<file path="src/rtl/seg_scan6_pkg.sv">
// Shared constants and types for the six-digit multiplexed 7-segment scanner.
//
// Contents:
//   NUM_DIGITS  - number of multiplexed digit positions
//   GUARD       - prescaler cycles at the start of each slot with all commons off
//   SEG_0..SEG_9, SEG_BLANK - active-low {g,f,e,d,c,b,a} segment patterns
//   seg_src_e   - which blanking rule (if any) decides the segment output
//   com_onehot  - active-low one-hot common for a digit index
package seg_scan6_pkg;

  localparam int unsigned NUM_DIGITS = 6;
  localparam int unsigned GUARD      = 2;

  localparam logic [2:0]  LAST_IDX   = 3'(NUM_DIGITS - 1);

  // Active-low segment patterns, bit order {g,f,e,d,c,b,a}.
  localparam logic [6:0] SEG_0     = 7'h40;
  localparam logic [6:0] SEG_1     = 7'h79;
  localparam logic [6:0] SEG_2     = 7'h24;
  localparam logic [6:0] SEG_3     = 7'h30;
  localparam logic [6:0] SEG_4     = 7'h19;
  localparam logic [6:0] SEG_5     = 7'h12;
  localparam logic [6:0] SEG_6     = 7'h02;
  localparam logic [6:0] SEG_7     = 7'h78;
  localparam logic [6:0] SEG_8     = 7'h00;
  localparam logic [6:0] SEG_9     = 7'h10;
  localparam logic [6:0] SEG_BLANK = 7'h7F;

  // Blanking sources in descending priority; SRC_DIGIT means the decoded
  // digit is shown.
  typedef enum logic [2:0] {
    SRC_GUARD,
    SRC_BLINK,
    SRC_LZ,
    SRC_INVALID,
    SRC_DIGIT
  } seg_src_e;

  function automatic logic [5:0] com_onehot(input logic [2:0] idx);
    logic [5:0] r;
    r = '1;
    for (int unsigned i = 0; i < NUM_DIGITS; i++) begin
      if (idx == 3'(i)) r[i] = 1'b0;
    end
    return r;
  endfunction

endpackage

</file>
<file path="src/rtl/seg_scan6_bcd_to_seg7.sv">
// BCD to 7-segment decoder (combinational).
//
// Ports:
//   bcd  in  4  BCD digit value
//   seg  out 7  active-low {g,f,e,d,c,b,a}; all segments off for 10-15
module bcd_to_seg7
  import seg_scan6_pkg::*;
(
  input  logic [3:0] bcd,
  output logic [6:0] seg
);

  always_comb begin
    seg = SEG_BLANK;
    case (bcd)
      4'd0:    seg = SEG_0;
      4'd1:    seg = SEG_1;
      4'd2:    seg = SEG_2;
      4'd3:    seg = SEG_3;
      4'd4:    seg = SEG_4;
      4'd5:    seg = SEG_5;
      4'd6:    seg = SEG_6;
      4'd7:    seg = SEG_7;
      4'd8:    seg = SEG_8;
      4'd9:    seg = SEG_9;
      default: seg = SEG_BLANK;
    endcase
  end

endmodule

</file>
<file path="src/rtl/seg_scan6.sv">
// Six-digit multiplexed 7-segment display scanner (HH:MM:SS style).
//
// A prescaler divides in_clk into digit slots; each slot lights one common
// after a short all-off guard period. The six BCD digits are captured once
// per frame so a digit update never tears across a frame. Digits selected by
// blink_mask are blanked during alternate blink half-periods, and the colon
// dots (dp on indices 4 and 2) are lit only during the visible blink phase.
//
// Parameters:
//   SCAN_DIV   in_clk cycles per digit slot (>= 4)
//   BLINK_DIV  full frames per blink half-period (>= 1)
//
// Ports:
//   in_clk      in   1  clock, rising edge
//   rst         in   1  asynchronous reset, active low
//   digits      in  24  six BCD digits, [23:20] = index 5 .. [3:0] = index 0
//   blank_lz    in   1  suppress a zero in index 5
//   blink_mask  in   6  bit i set: digit i blinks
//   seg         out  7  active-low segments {g,f,e,d,c,b,a}, registered
//   dp          out  1  active-low decimal point, registered
//   com         out  6  active-low one-hot commons, registered
module seg_scan6
  import seg_scan6_pkg::*;
#(
  parameter int unsigned SCAN_DIV  = 1000,
  parameter int unsigned BLINK_DIV = 250
) (
  input  logic        in_clk,
  input  logic        rst,
  input  logic [23:0] digits,
  input  logic        blank_lz,
  input  logic [5:0]  blink_mask,
  output logic [6:0]  seg,
  output logic        dp,
  output logic [5:0]  com
);

  localparam int unsigned PW = (SCAN_DIV  > 1) ? $clog2(SCAN_DIV)  : 1;
  localparam int unsigned FW = (BLINK_DIV > 1) ? $clog2(BLINK_DIV) : 1;

  localparam logic [PW-1:0] PCNT_LAST = PW'(SCAN_DIV - 1);
  localparam logic [PW-1:0] PCNT_GRD  = PW'(GUARD);
  localparam logic [FW-1:0] FCNT_LAST = FW'(BLINK_DIV - 1);

  // Counter and latch state
  logic [PW-1:0] pcnt_q, pcnt_d;
  logic [2:0]    idx_q, idx_d;
  logic [FW-1:0] fcnt_q, fcnt_d;
  logic          blink_phase_q, blink_phase_d;
  logic [23:0]   frame_q, frame_d;

  // Output registers
  logic [6:0]    seg_q, seg_d;
  logic          dp_q, dp_d;
  logic [5:0]    com_q, com_d;

  // Per-slot decode
  logic          slot_end;
  logic          frame_end;
  logic          guard;
  logic [3:0]    cur_bcd;
  logic          cur_blink;
  logic [6:0]    dec_seg;
  seg_src_e      src;

  assign slot_end  = (pcnt_q == PCNT_LAST);
  assign frame_end = slot_end && (idx_q == LAST_IDX);
  assign guard     = (pcnt_q < PCNT_GRD);

  // Counters and frame latch
  always_comb begin
    pcnt_d        = slot_end ? '0 : pcnt_q + PW'(1);
    idx_d         = idx_q;
    fcnt_d        = fcnt_q;
    blink_phase_d = blink_phase_q;
    frame_d       = frame_q;

    if (slot_end) begin
      idx_d = (idx_q == LAST_IDX) ? '0 : idx_q + 3'd1;
    end

    // Capture happens on the last cycle of index 5, so the output computed
    // on that cycle still uses the old frame and index 0 sees the new one.
    if (frame_end) begin
      frame_d = digits;
      if (fcnt_q == FCNT_LAST) begin
        fcnt_d        = '0;
        blink_phase_d = ~blink_phase_q;
      end else begin
        fcnt_d = fcnt_q + FW'(1);
      end
    end
  end

  // Select the latched digit and live blink bit for the current index
  always_comb begin
    cur_bcd   = '0;
    cur_blink = 1'b0;
    for (int unsigned i = 0; i < NUM_DIGITS; i++) begin
      if (idx_q == 3'(i)) begin
        cur_bcd   = frame_q[i*4 +: 4];
        cur_blink = blink_mask[i];
      end
    end
  end

  bcd_to_seg7 u_dec (
    .bcd (cur_bcd),
    .seg (dec_seg)
  );

  // Blanking priority: guard > blink > leading zero > invalid BCD > decode
  always_comb begin
    src = SRC_DIGIT;
    if (guard) begin
      src = SRC_GUARD;
    end else if (blink_phase_q && cur_blink) begin
      src = SRC_BLINK;
    end else if ((idx_q == LAST_IDX) && blank_lz && (cur_bcd == 4'd0)) begin
      src = SRC_LZ;
    end else if (cur_bcd > 4'd9) begin
      src = SRC_INVALID;
    end
  end

  // Output next-state
  always_comb begin
    seg_d = (src == SRC_DIGIT) ? dec_seg : SEG_BLANK;
    com_d = guard ? '1 : com_onehot(idx_q);
    dp_d  = 1'b1;
    // Colon dots sit after the hour and minute digits and blink with phase.
    if (!guard && !blink_phase_q && ((idx_q == 3'd4) || (idx_q == 3'd2))) begin
      dp_d = 1'b0;
    end
  end

  always_ff @(posedge in_clk or negedge rst) begin
    if (!rst) begin
      pcnt_q        <= '0;
      idx_q         <= '0;
      fcnt_q        <= '0;
      blink_phase_q <= 1'b0;
      frame_q       <= '0;
      seg_q         <= SEG_BLANK;
      dp_q          <= 1'b1;
      com_q         <= '1;
    end else begin
      pcnt_q        <= pcnt_d;
      idx_q         <= idx_d;
      fcnt_q        <= fcnt_d;
      blink_phase_q <= blink_phase_d;
      frame_q       <= frame_d;
      seg_q         <= seg_d;
      dp_q          <= dp_d;
      com_q         <= com_d;
    end
  end

  assign seg = seg_q;
  assign dp  = dp_q;
  assign com = com_q;

endmodule

</file>
<file path="config.mk">
export PLATFORM = sky130hd
export DESIGN_NAME = seg_scan6
export DESIGN_NICKNAME = d
export VERILOG_FILES = /design/src/rtl/seg_scan6_pkg.sv /design/src/rtl/seg_scan6_bcd_to_seg7.sv /design/src/rtl/seg_scan6.sv
export SDC_FILE = /design/constraint.sdc
export NUM_CORES = 1
export LEC_CHECK = 0
export ABC_AREA = 0
export BUFFER_PORTS_ARGS = -buffer_cell sky130_fd_sc_hd__buf_2
export CAP_MARGIN = 25
export CORE_ASPECT_RATIO = 1.75
export CORE_MARGIN = 2
export CORE_UTILIZATION = 61
export DETAILED_ROUTE_END_ITERATION = 16
export HOLD_SLACK_MARGIN = 0.1
export PLACE_DENSITY_LB_ADDON = 0.12
export REMOVE_ABC_BUFFERS = 1
export SYNTH_ARGS = -nofsm -noshare
export SYNTH_HDL_FRONTEND = slang
export SYNTH_SLANG_ARGS = --single-unit
</file>
<file path="constraint.sdc">
create_clock -name in_clk -period 4.81 [get_ports in_clk]
set_input_delay 0.481 -clock in_clk [delete_from_list [all_inputs] [get_ports in_clk]]
set_output_delay 0.481 -clock in_clk [all_outputs]
set_load 0.05 [all_outputs]
</file>
==> results.md <==
- Status: finished, final reports clean
- Power density cells: 286 nW/µm²
- Port Buf Inserts: 46
- Syn Area/Cell: 9.26 µm²
- Wirelength, routed: 6300 µm
- Chip width: 57.3 µm
- Die H: 97.4 µm
- Vias in the first global route: 2,478
- Hold Path Class: in -> async
- Tmin final: 3080 ps
- Post-route setup TNS: 0 ps
- Drt wl/cell: 14.6 µm
- Yosys cell types: 49
- CP max FO: 25
- Max H-tree Level: 3
- Worst endpoint required time: 5070 ps
- Via count: 2,417
- Placeable Area: 4890 µm²
- Final Hold Viols: 0
- Antenna violations before repair: 0
- Hold Slack: 284 ps
- Pwr Total: 0.998 mW
- Final Max Slew Viols: 0
- Post_cts resized: 0
- Share of cells above drive strength 1: 0.257
- Routability cong.: 0.853
- Slew headroom: 0.415
- CP arrival: 3340 ps
- Setup WS pre-CTS: 1760 ps
- Final Non-Filler Cells: 432
- Final non-filler cell area: 3490 µm²
- Leak pwr: 1.50 nW
- CTS max path bufs: 2
- CTS tree: built
- # Max-Cap Violations: 0
- Worst-Skew Late Latency: 350 ps
- Initial DRC Count: 79
- Final setup viols: 0
- CP endpoint kind: register
- Antenna Nets Post-Route: 0
- CTS clk-pin slew, worst paths: 70 ps
- Cells after Synth: 328
- Global-route wire length before repair: 10,700 µm
- RSZ-0062 raised after global routing: false
- Multi-input logic area: 1400 µm²
- IO Count: 47
- Gr ovfl total: 0
- Final nets: 414
- Drt drc: 0
- Synthesis Warnings: 0
- DP Cell Count: 416
- Crit path kind: reg -> reg
- Worst setup margin: 1730 ps
- Synth Register Bits: 60
- Initial Utilization: 0.621
- Mapped Area: 3040 µm²
- Clk root buf: clkbuf_8
- Fmax: 0.325 GHz
- # hold bufs at CTS: 0
- Post-synth EDFFs: 0
- Post-CTS Setup Bufs: 0
- Ys async rst share: 1.00
- Post-synth top flop: dfrtp_1
- Final Skew: 9.47 ps
- Antenna cells: 0
- R2r setup slk: 1730 ps
- Drt via density: 5.59
- Placed instance area: 3280 µm²
- # clock sinks: 60
- Part of the cycle the worst path needs: 0.641
- FF+latch area: 1520 µm²
- Area grow syn2layout: 15.0%
- Total GRT Usage: 0.252
- Drt first pass iters: 4
- Detailed Place HPWL: 4490 µm
- Die ar.: 5580 µm²
- Peak VDD IR: 0.277 mV
- Pin count of the biggest net entering global routing: 61
- # fillers: 406
- Util after Layout: 0.714
- Worst setup SP type: register
- Num CTS Buffers: 9
- Sequential share of the synthesized area: 0.500
- Worst Tran Pin Value: 871 ps
- Cell Rows: 34
-- cell usage in the layout (no fill, tap or decap), types with 6 or more instances in the layout --
| cell | netlist | routed |
|---|---|---|
| a21oi_1 | 13 | 13 |
| buf_2 | 4 | 46 |
| clkbuf_8 | 0 | 11 |
| dfrtp_1 | 46 | 46 |
| dfstp_2 | 14 | 14 |
| ha_1 | 8 | 8 |
| inv_1 | 10 | 10 |
| mux2i_1 | 7 | 7 |
| nand2_1 | 93 | 93 |
| nand2b_1 | 6 | 6 |
| nand3_1 | 13 | 13 |
| nor2_1 | 16 | 16 |
| nor2b_1 | 6 | 6 |
| o21ai_0 | 22 | 22 |
-- state kept, by name, indices dropped and copies added (netlist names) --
register	cells
blink_phase_q	1
com	6
dp	1
fcnt_q	8
frame_q	24
idx_q	3
pcnt_q	10
seg	7
-- worst max-delay path: stages, from the launching register on --
cell	delay, ps
dfrtp_1	710
and2_1	350
ha_1	300
a31oi_1	190
o21ai_0	100
a31oi_1	440
inv_1	130
ha_1	250
nand2b_1	190
a21oi_1	220
o31ai_2	100
-- final cells by class --
type	count	area share
sequential	60	0.435
tap	54	0.0193
timing repair buffer	49	0.0723
clock inverter	5	0.0172
clock buffer	11	0.0433
inverter	11	0.0118
multi-input combinational	242	0.401
-- synth_stat cells, drive strengths merged (4+ instances only) --
cell type	number	area share
or3	4	0.0082
and3	4	0.0099
a31oi	4	0.0082
clkbuf	8	0.0099
mux2i	7	0.023
o31ai	5	0.014
a21oi	13	0.021
nor2	16	0.020
buf	7	0.015
xor2	4	0.012
nand2	93	0.11
nor3	4	0.0066
nand2b	6	0.012
nand3	13	0.021
inv	11	0.014
nor2b	6	0.012
ha	8	0.033
dfrtp	46	0.38
dfstp	14	0.12
o21ai	22	0.036
-- path summary, 6_finish.rpt --
path / startpoint / to / cells after the start
max: idx_q[0] / seg[0] / 10
min: rst / frame_q[10] / 2
max reg2reg: idx_q[0] / seg[0] / 10
min reg2reg: pcnt_q[0] / pcnt_q[0] / 1
max in group asynchronous: rst / frame_q[12] / 2
min in group in_clk: digits[23] / frame_q[23] / 3
-- report_power, final --
group	total (mW)	leakage [nW]	internal (mW)	switching [mW]
sequential	0.505	0.650	0.505	0
clock	0.469	0.0938	0.267	0.202
combinational	0.0242	0.755	0.0106	0.0135
total	0.998	1.50	0.783	0.215
-- logic make-up (layout without fill, tap and decap cells) --
| family | after synthesis | after routing | share of synthesized area |
|---|---|---|---|
| DFF | 60 | 60 | 0.500 |
| and+or+nand+nor | 161 | 161 | 0.244 |
| adders and majority gates | 8 | 8 | 0.0330 |
| AOI/OAI and AO/OA | 56 | 56 | 0.129 |
| muxes | 10 | 10 | 0.0354 |
| buffers and inverters | 26 | 76 | 0.0387 |
| xor gates and xnor gates | 7 | 7 | 0.0202 |
-- layer usage --
metal | global-route usage | wire, µm | vias to the layer above
met3 | 0.0732 | 270 | 19
met5 | 0 | 0 | -
met2 | 0.419 | 3340 | 61
met1 | 0.270 | 2440 | 1141
met4 | 0.157 | 249 | 0
li1 | - | - | 1196
Power figures use the tool's default switching activity.
